## src/rtl/fetch_pc_ctrl_if.sv

```systemverilog
// Fetch-stage bundle: redirect inputs from decode, stall from hazard unit, imem request handshake.
// master = PC controller side, slave = surrounding pipeline / memory side.
interface fetch_pc_ctrl_if;
  logic        stall;
  logic        redirect_valid;
  logic [2:0]  redirect_op;
  logic        judge_b;
  logic [31:0] branch_pc;
  logic [31:0] offset_ext;
  logic [25:0] instr_index;
  logic [31:0] pc_rs;
  logic        imem_req;
  logic [31:0] imem_addr;
  logic        imem_ready;
  logic [31:0] pc_out;
  logic        fetch_valid;
  logic        pending;
  logic        op_err;
  logic        addr_err;

  modport master (
    input  stall, redirect_valid, redirect_op, judge_b, branch_pc, offset_ext,
           instr_index, pc_rs, imem_ready,
    output imem_req, imem_addr, pc_out, fetch_valid, pending, op_err, addr_err
  );

  modport slave (
    output stall, redirect_valid, redirect_op, judge_b, branch_pc, offset_ext,
           instr_index, pc_rs, imem_ready,
    input  imem_req, imem_addr, pc_out, fetch_valid, pending, op_err, addr_err
  );
endinterface

```

## src/rtl/fetch_pc_ctrl.sv

```systemverilog
// PC sequencer with delay-slot redirects; next PC lands the cycle after fire, request held until imem_ready.
// Optional ALIGN_CHK_EN: word-aligns jr targets and flags misaligned ones on addr_err.
module fetch_pc_ctrl #(
  parameter logic [31:0] RESET_PC = 32'h0000_3000
) (
  input logic           clk,
  input logic           rst_n,
  fetch_pc_ctrl_if.master bus
);

  typedef enum logic [1:0] {ST_BOOT, ST_REQ, ST_HOLD} state_t;

  localparam logic [2:0] OP_BEQ = 3'b001;
  localparam logic [2:0] OP_JAL = 3'b010;
  localparam logic [2:0] OP_JR  = 3'b011;

  state_t      r_state;
  logic [31:0] r_pc;
  logic [31:0] r_target;
  logic        r_imem_req;
  logic        r_fetch_valid;
  logic        r_pending;
  logic        r_op_err;

  logic        w_fire;
  logic        w_bad_op;
  logic        w_taken;
  logic        w_accept;
  logic        w_nest_err;
  logic [31:0] w_target;
  logic [31:0] w_pc_next;
  logic        w_unused;

  assign w_fire     = r_imem_req & bus.imem_ready;
  assign w_bad_op   = bus.redirect_valid & bus.redirect_op[2];
  assign w_taken    = bus.redirect_valid & ~bus.redirect_op[2] &
                      ((bus.redirect_op == OP_JAL) | (bus.redirect_op == OP_JR) |
                       ((bus.redirect_op == OP_BEQ) & bus.judge_b));
  assign w_accept   = w_taken & (r_state != ST_BOOT) & ~r_pending;
  // A control instruction sitting in a delay slot is not supported.
  assign w_nest_err = w_taken & r_pending;
  assign w_unused   = ^bus.offset_ext[31:30];

  always_comb begin
    w_target = bus.pc_rs;
    case (bus.redirect_op)
      OP_BEQ:  w_target = bus.branch_pc + 32'd4 + {bus.offset_ext[29:0], 2'b00};
      OP_JAL:  w_target = {bus.branch_pc[31:28], bus.instr_index, 2'b00};
`ifdef ALIGN_CHK_EN
      OP_JR:   w_target = {bus.pc_rs[31:2], 2'b00};
`else
      OP_JR:   w_target = bus.pc_rs;
`endif
      default: w_target = bus.pc_rs;
    endcase
  end

  // A held target outranks everything; otherwise a same-cycle redirect makes this fetch the delay slot.
  assign w_pc_next = r_pending ? r_target : (w_accept ? w_target : r_pc + 32'd4);

  always_ff @(posedge clk or negedge rst_n) begin
    if (!rst_n) begin
      r_state       <= ST_BOOT;
      r_pc          <= RESET_PC;
      r_target      <= 32'd0;
      r_imem_req    <= 1'b0;
      r_fetch_valid <= 1'b0;
      r_pending     <= 1'b0;
      r_op_err      <= 1'b0;
    end else begin
      r_fetch_valid <= w_fire;
      if (w_bad_op | w_nest_err) r_op_err <= 1'b1;

      if (w_fire) begin
        r_pc      <= w_pc_next;
        r_pending <= 1'b0;
      end else if (w_accept) begin
        r_pending <= 1'b1;
        r_target  <= w_target;
      end

      case (r_state)
        ST_BOOT: begin
          r_state    <= bus.stall ? ST_HOLD : ST_REQ;
          r_imem_req <= ~bus.stall;
        end
        ST_REQ: begin
          if (w_fire && bus.stall) begin
            r_state    <= ST_HOLD;
            r_imem_req <= 1'b0;
          end
        end
        ST_HOLD: begin
          if (!bus.stall) begin
            r_state    <= ST_REQ;
            r_imem_req <= 1'b1;
          end
        end
        default: begin
          r_state    <= ST_HOLD;
          r_imem_req <= 1'b0;
        end
      endcase
    end
  end

`ifdef ALIGN_CHK_EN
  logic r_addr_err;
  always_ff @(posedge clk or negedge rst_n) begin
    if (!rst_n) begin
      r_addr_err <= 1'b0;
    end else if (w_accept && (bus.redirect_op == OP_JR) && (bus.pc_rs[1:0] != 2'b00)) begin
      r_addr_err <= 1'b1;
    end
  end
  assign bus.addr_err = r_addr_err;
`else
  assign bus.addr_err = 1'b0;
`endif

  assign bus.imem_req    = r_imem_req;
  assign bus.imem_addr   = r_pc;
  assign bus.pc_out      = r_pc;
  assign bus.fetch_valid = r_fetch_valid;
  assign bus.pending     = r_pending;
  assign bus.op_err      = r_op_err;

endmodule

```

## src/flat_wrapper.sv

```systemverilog
// flat-port wrapper written by rule: the top's interface ports become plain ports
module fetch_pc_ctrl_flat 
#(
  parameter logic [31:0] RESET_PC = 32'h0000_3000
)
  (clk, rst_n, bus_stall, bus_redirect_valid, bus_redirect_op, bus_judge_b, bus_branch_pc, bus_offset_ext, bus_instr_index, bus_pc_rs, bus_imem_ready, bus_imem_req, bus_imem_addr, bus_pc_out, bus_fetch_valid, bus_pending, bus_op_err, bus_addr_err);
  fetch_pc_ctrl_if bus_i ();
  input logic clk;
  input logic rst_n;
  input wire logic [$bits(bus_i.stall)-1:0] bus_stall;
  input wire logic [$bits(bus_i.redirect_valid)-1:0] bus_redirect_valid;
  input wire logic [$bits(bus_i.redirect_op)-1:0] bus_redirect_op;
  input wire logic [$bits(bus_i.judge_b)-1:0] bus_judge_b;
  input wire logic [$bits(bus_i.branch_pc)-1:0] bus_branch_pc;
  input wire logic [$bits(bus_i.offset_ext)-1:0] bus_offset_ext;
  input wire logic [$bits(bus_i.instr_index)-1:0] bus_instr_index;
  input wire logic [$bits(bus_i.pc_rs)-1:0] bus_pc_rs;
  input wire logic [$bits(bus_i.imem_ready)-1:0] bus_imem_ready;
  output wire logic [$bits(bus_i.imem_req)-1:0] bus_imem_req;
  output wire logic [$bits(bus_i.imem_addr)-1:0] bus_imem_addr;
  output wire logic [$bits(bus_i.pc_out)-1:0] bus_pc_out;
  output wire logic [$bits(bus_i.fetch_valid)-1:0] bus_fetch_valid;
  output wire logic [$bits(bus_i.pending)-1:0] bus_pending;
  output wire logic [$bits(bus_i.op_err)-1:0] bus_op_err;
  output wire logic [$bits(bus_i.addr_err)-1:0] bus_addr_err;
  assign bus_i.stall = bus_stall;
  assign bus_i.redirect_valid = bus_redirect_valid;
  assign bus_i.redirect_op = bus_redirect_op;
  assign bus_i.judge_b = bus_judge_b;
  assign bus_i.branch_pc = bus_branch_pc;
  assign bus_i.offset_ext = bus_offset_ext;
  assign bus_i.instr_index = bus_instr_index;
  assign bus_i.pc_rs = bus_pc_rs;
  assign bus_i.imem_ready = bus_imem_ready;
  assign bus_imem_req = bus_i.imem_req;
  assign bus_imem_addr = bus_i.imem_addr;
  assign bus_pc_out = bus_i.pc_out;
  assign bus_fetch_valid = bus_i.fetch_valid;
  assign bus_pending = bus_i.pending;
  assign bus_op_err = bus_i.op_err;
  assign bus_addr_err = bus_i.addr_err;
  fetch_pc_ctrl #(.RESET_PC(RESET_PC)) u_core (.clk(clk), .rst_n(rst_n), .bus(bus_i));
endmodule
```

## config.mk

```make
export PLATFORM = sky130hd
export DESIGN_NAME = fetch_pc_ctrl_flat
export DESIGN_NICKNAME = d
export VERILOG_FILES = /design/src/rtl/fetch_pc_ctrl_if.sv /design/src/rtl/fetch_pc_ctrl.sv /design/src/flat_wrapper.sv
export SDC_FILE = /design/constraint.sdc
export NUM_CORES = 1
export LEC_CHECK = 0
export ABC_AREA = 1
export BUFFER_PORTS_ARGS = -buffer_cell sky130_fd_sc_hd__buf_2
export CORE_MARGIN = 2
export CORE_UTILIZATION = 45
export DETAILED_ROUTE_END_ITERATION = 10
export GPL_ROUTABILITY_DRIVEN = 0
export PLACE_DENSITY = 0.7
export RECOVER_POWER = 50
export SETUP_SLACK_MARGIN = 0.2
export SLEW_MARGIN = 20
export SYNTH_ARGS = -nofsm -noshare
export SYNTH_HDL_FRONTEND = slang
export SYNTH_SLANG_ARGS = --single-unit
```

## constraint.sdc

```tcl
create_clock -name clk -period 2.9 [get_ports clk]
set_input_delay 0.725 -clock clk [delete_from_list [all_inputs] [get_ports clk]]
set_output_delay 0.725 -clock clk [all_outputs]
set_load 0.005 [all_outputs]
```

### Word-level counts from Yosys, hierarchy flattened

Cells that the tools add are included.

* bitwise gates (word level): 15
* reduce and logical (&&, ||, !) cells: 6
* mux-type cells: 12
* add/sub/neg operators: 3
* eq/ne operators: 7

Operators with widths (count)
* $add A32 B3 Y32 const B: 2
* $mux W32: 2
* $pmux W32 S2: 1
* $add A32 B32 Y32: 1
* $and A1 B1 Y1: 8
* $eq A3 B2 Y1 const B: 2
* $mux W2: 3
* $pmux W2 S3: 1
* $mux W1: 4
* $not A1 Y1: 4
* $reduce_and A2 Y1: 2
* $reduce_bool A2 Y1: 2
* $eq A3 B1 Y1 const B: 1
* $or A1 B1 Y1: 3
* $pmux W1 S3: 1
* $eq A2 B1 Y1 const B: 1
* $eq A2 B2 Y1 const B: 1
* $logic_not A2 Y1: 1
* $ne A2 B1 Y1 const B: 1
* $ne A2 B2 Y1 const B: 1
* $logic_and A1 B1 Y1: 1

* input port bits: 131
* flip-flop bits (word level): 70
* output and inout port bits: 69

### Logic depth before layout (Yosys ltp)

* depth after elaboration: 8
* gate-level depth with buffers: 18
* gate-level depth less buffers: 18

### Worst setup path after synthesis

OpenSTA, ideal clock, no wires.

* path kind: input-to-reg
* start: input port bus_offset_ext[1]
* end: register u_core.r_pc[31], in the netlist u_core.bus.imem_addr[31]
* arrival: 2.459 ns
* path slack: 0.368 ns
* setup time: 0.073 ns
* stages on the path: 15
* buffers on the path: 0
* data required time: 2.827 ns
* cells stage by stage: ha_1 > ha_1 > inv_1 > fa_1 > inv_1 > nand3_1 > nand3_1 > nand2_1 > nand3_2 > nand3_1 > nand3_1 > nand3_1 > nand2_1 > nand2_1 > a21oi_2

* cells in the longest elaborated chain, start to end: 4

RTL lines
* start, declared: line flat_wrapper.sv:15 `input wire logic [$bits(bus_i.offset_ext)-1:0] bus_offset_ext;`
* $add A32 B32 Y32: line fetch_pc_ctrl.sv:47 `OP_BEQ: w_target = bus.branch_pc + 32'd4 + {bus.offset_ext[29:0], 2'b00};`
* $pmux W32 S2: line fetch_pc_ctrl.sv:46 `case (bus.redirect_op)`
* $mux W32 (2 in series): line fetch_pc_ctrl.sv:59 `assign w_pc_next = r_pending ? r_target : (w_accept ? w_target : r_pc + 32'd4);`
* end signal, assigned: line fetch_pc_ctrl.sv:75 `r_pc <= w_pc_next;`
* end, declared: line fetch_pc_ctrl.sv:18 `logic [31:0] r_pc;`

Every way passes these cells.
A chain may end at the register's enable or synchronous reset.

### Worst setup path after layout

* start: input port bus_offset_ext[1]
* end: register u_core.r_pc[17], in the netlist u_core.bus.imem_addr[17]

Same word-level chain as after synthesis.

==> out/qor.csv <==
stage;metric;value;unit
synthesis;syn_avg_cell_area;6.35;µm²
sta;final.min_clock_period;2570;ps
route;drc;0;
synthesis;yosysMostFrequentCell;nand2_1;
sta;timing.final.crit_share;0.887;
route;drt_iter0_markers;515;
global_route;grtUsageTotal;0.254;
die;start_util;0.456;
synthesis;yosys_warnings;0;
cts;cts_root_buf;clkbuf_16;
cts;ctsHoldBuffers;0;
critical_path;start_kind;input port;
run;drv_cap;1;
die;rows;46;
cts;clkTransAtPathRegs;50;ps
critical_path;crit_chain;buf_2, ha_1, ha_1, inv_1, fa_1, inv_1, buf_4, nand3_1, nand3_2, nand2_1, nand2_1, nand2_1, nand2_1, o21ai_1, buf_4, a21oi_1, nor2_1;
sta;fin_ws;326;ps
placement;dp_hpwl;17100;µm
finish;syn_to_final_growth;19.9;%
synthesis;synth_fa_ha_area_frac;0.104;
sta;slew_headroom;-0.0848;
synthesis;synth_top_area_frac;0.234;
sta;fin_skew;3.97;ps
synthesis;synthesis.nets;1318;
die;io_pins;200;
synthesis;synth-seq-cells;69;
finish;n_antenna_cell;0;
sta;hold_viol;0;
synthesis;synth_top_family_by_area;simple AND/OR/NAND/NOR gates;
critical_path;crit_slowest_cell;fa_1;
route;via_per_inst;5.20;
critical_path;worst_setup_path_end_kind;flop;
critical_path;cp_common_cell;nand2_1;
cts;numCtsBuffers;9;
cts;cts_resized;0;
synthesis;synth-simple-area-share;0.376;
critical_path;cp.arrival;2790;ps
placement;place_ws;-73.7;ps
sta;max_freq;389;MHz
synthesis;syn-cell-area;7160;µm²
placement;port_buffers;196;
sta;setup_tns;0;ps
synthesis;synth_common_cells;nand2_1 (418), inv_1 (116), nor2_1 (91), a21oi_1 (80), dfrtp_1 (67);
sta;worst_pin_slew;1630;ps
critical_path;critPathRequiredTime;3120;ps
route;routedWlPerCell;14.4;µm
power;p_leak;4.67;nW
finish;layout-drive-gt1-share;0.221;
sta;drv_slew;28;
cts;postCtsSetupRepairBufs;0;
finish;nets;1486;
min_path;holdCritPathClass;reg2reg;
outcome;status;finished with violations;
global_route;grt_pass1_wl;34100;µm
cts;clockBufferDepth;2;
synthesis;ys.flop_type;dfrtp_1;
sta;rsz0062_at_grt;yes;
die;dieHeight;130;µm
die;die_x;130;µm
global_route;gr-total-overflow;0;
critical_path;critPathKind;in2reg;
synthesis;muxShareOfSynthArea;0;
critical_path;slowest_delay;360;ps
critical_path;cp_max_fo;5;
global_route;antenna_found_initial;0;
cts;cts_tree;yes;
synthesis;async_reset_ff_frac;1.00;
synthesis;synth_xor_area_frac;0.0245;
cts;ctsHtreeMaxLevel;3;
power;irDropWorstVdd;0.351;mV
finish;post-route-util;0.547;
outcome;violations;max-capacitance violations, max-slew violations;
cts;clk_latency;330;ps
route;via_count;7895;
route;wl;21900;µm
synthesis;ys_seq_area_frac;0.241;
route;first_pass_iters;5;
synthesis;netlist_instances;1128;
synthesis;synth_edf_count;0;
global_route;grt_pass1_vias;7159;
synthesis;synth_cell_types;47;
synthesis;synth.area.top_cells;dfrtp_1 (23%), nand2_1 (22%), ha_1 (10%);
die;die-area;16900;µm²
finish;fillCellCount;1614;
power;finalPower;5.68;mW
global_route;grt_max_degree;43;
sta;setup_violations;0;
cts;clock_sinks;69;
power;p_per_area;661;nW/µm²
route;antenna_left;0;
die;design.core.area;15700;µm²
synthesis;synth_compound_area_frac;0.134;
synthesis;synth_top_area_cell;dfrtp_1;
-- layer usage --
layer | vias to the layer above | track usage | part of all wire
li1 | 3940 | - | -
met1 | 3569 | 0.346 | 0.45
met2 | 343 | 0.414 | 0.46
met3 | 43 | 0.0287 | 0.064
met4 | 0 | 0.0987 | 0.027
met5 | - | 0 | 0
-- registers in the layout, indices dropped and copies added (netlist names) --
signal / cells
u_core.r_state: 2
u_core.bus.imem_addr: 32
u_core.bus.fetch_valid: 1
u_core.bus.op_err: 1
u_core.bus.pending: 1
u_core.r_target: 32
-- report_power, final --
part / leakage [nW] / total (mW) / switching [mW] / internal [mW]
logic: 3.70 / 2.65 / 1.56 / 1.09
clock network: 0.149 / 1.09 / 0.391 / 0.697
registers: 0.819 / 1.94 / 0.539 / 1.40
-- cells in the final DEF, fill, tap and decap left out, drive strengths merged, types with 6 or more instances in the layout --
cell type	synthesis	layout
inv	122	122
nand4	10	10
nor3	15	15
a31oi	7	7
buf	52	201
dfrtp	67	67
clkbuf	11	35
nand3	71	71
a22o	14	14
o21ai	24	24
nor2	104	104
nand2	424	424
xor2	14	14
ha	58	58
xnor2	6	6
a21oi	84	84
o21bai	6	6
-- worst max-delay path: cells and delay by family --
family	cells	cell delay, ps
buffers and inverters	5	510
and+or+nand+nor	7	520
adders and majority gates	3	800
AOI/OAI and AO/OA	2	230
-- stage by stage --
stage	instance area (µm²)	cells	hold slack, ps
4_1_cts	8530	1517	457
2_1_floorplan	7160	1128	429
3_3_place_gp	8230	1501	454
6_report	8590	1517	473
5_1_grt	8590	1517	485
3_5_place_dp	8230	1501	459
-- final timing paths --
kind	start	end	slack, ps	cells past startpoint
max reg2reg	u_core.bus.imem_addr[2]	u_core.bus.imem_addr[18]	810	9
min in group asynchronous	rst_n	u_core.bus.imem_addr[16]	800	1
max in group asynchronous	rst_n	u_core.bus.imem_addr[8]	510	2
max	bus_offset_ext[1]	u_core.bus.imem_addr[17]	330	17
min reg2reg	u_core.r_target[1]	u_core.r_target[1]	470	2
min	u_core.r_target[1]	u_core.r_target[1]	470	2
-- layout make-up --
type,count,area [µm²],area share
Tap cell,216,270,0.0315
Timing Repair Buffer,220,1140,0.133
Multi-Input combinational cell,871,4670,0.544
Inverter,125,469,0.0546
Sequential cell,69,1730,0.201
Clock buffer,16,302,0.0351
-- cells by family (layout without fill, tap and decap cells) --
kind of cell             after synthesis  after routing
other                                  1              1
buffers and inverters                188            361
XOR/XNOR                              20             20
flip-flops                            69             69
AND/OR/NAND/NOR                      634            634
adder cells (fa/ha/maj)               59             59
AO/OA/AOI/OAI                        157            157
No activity file was read; power rests on OpenSTA's default activity.
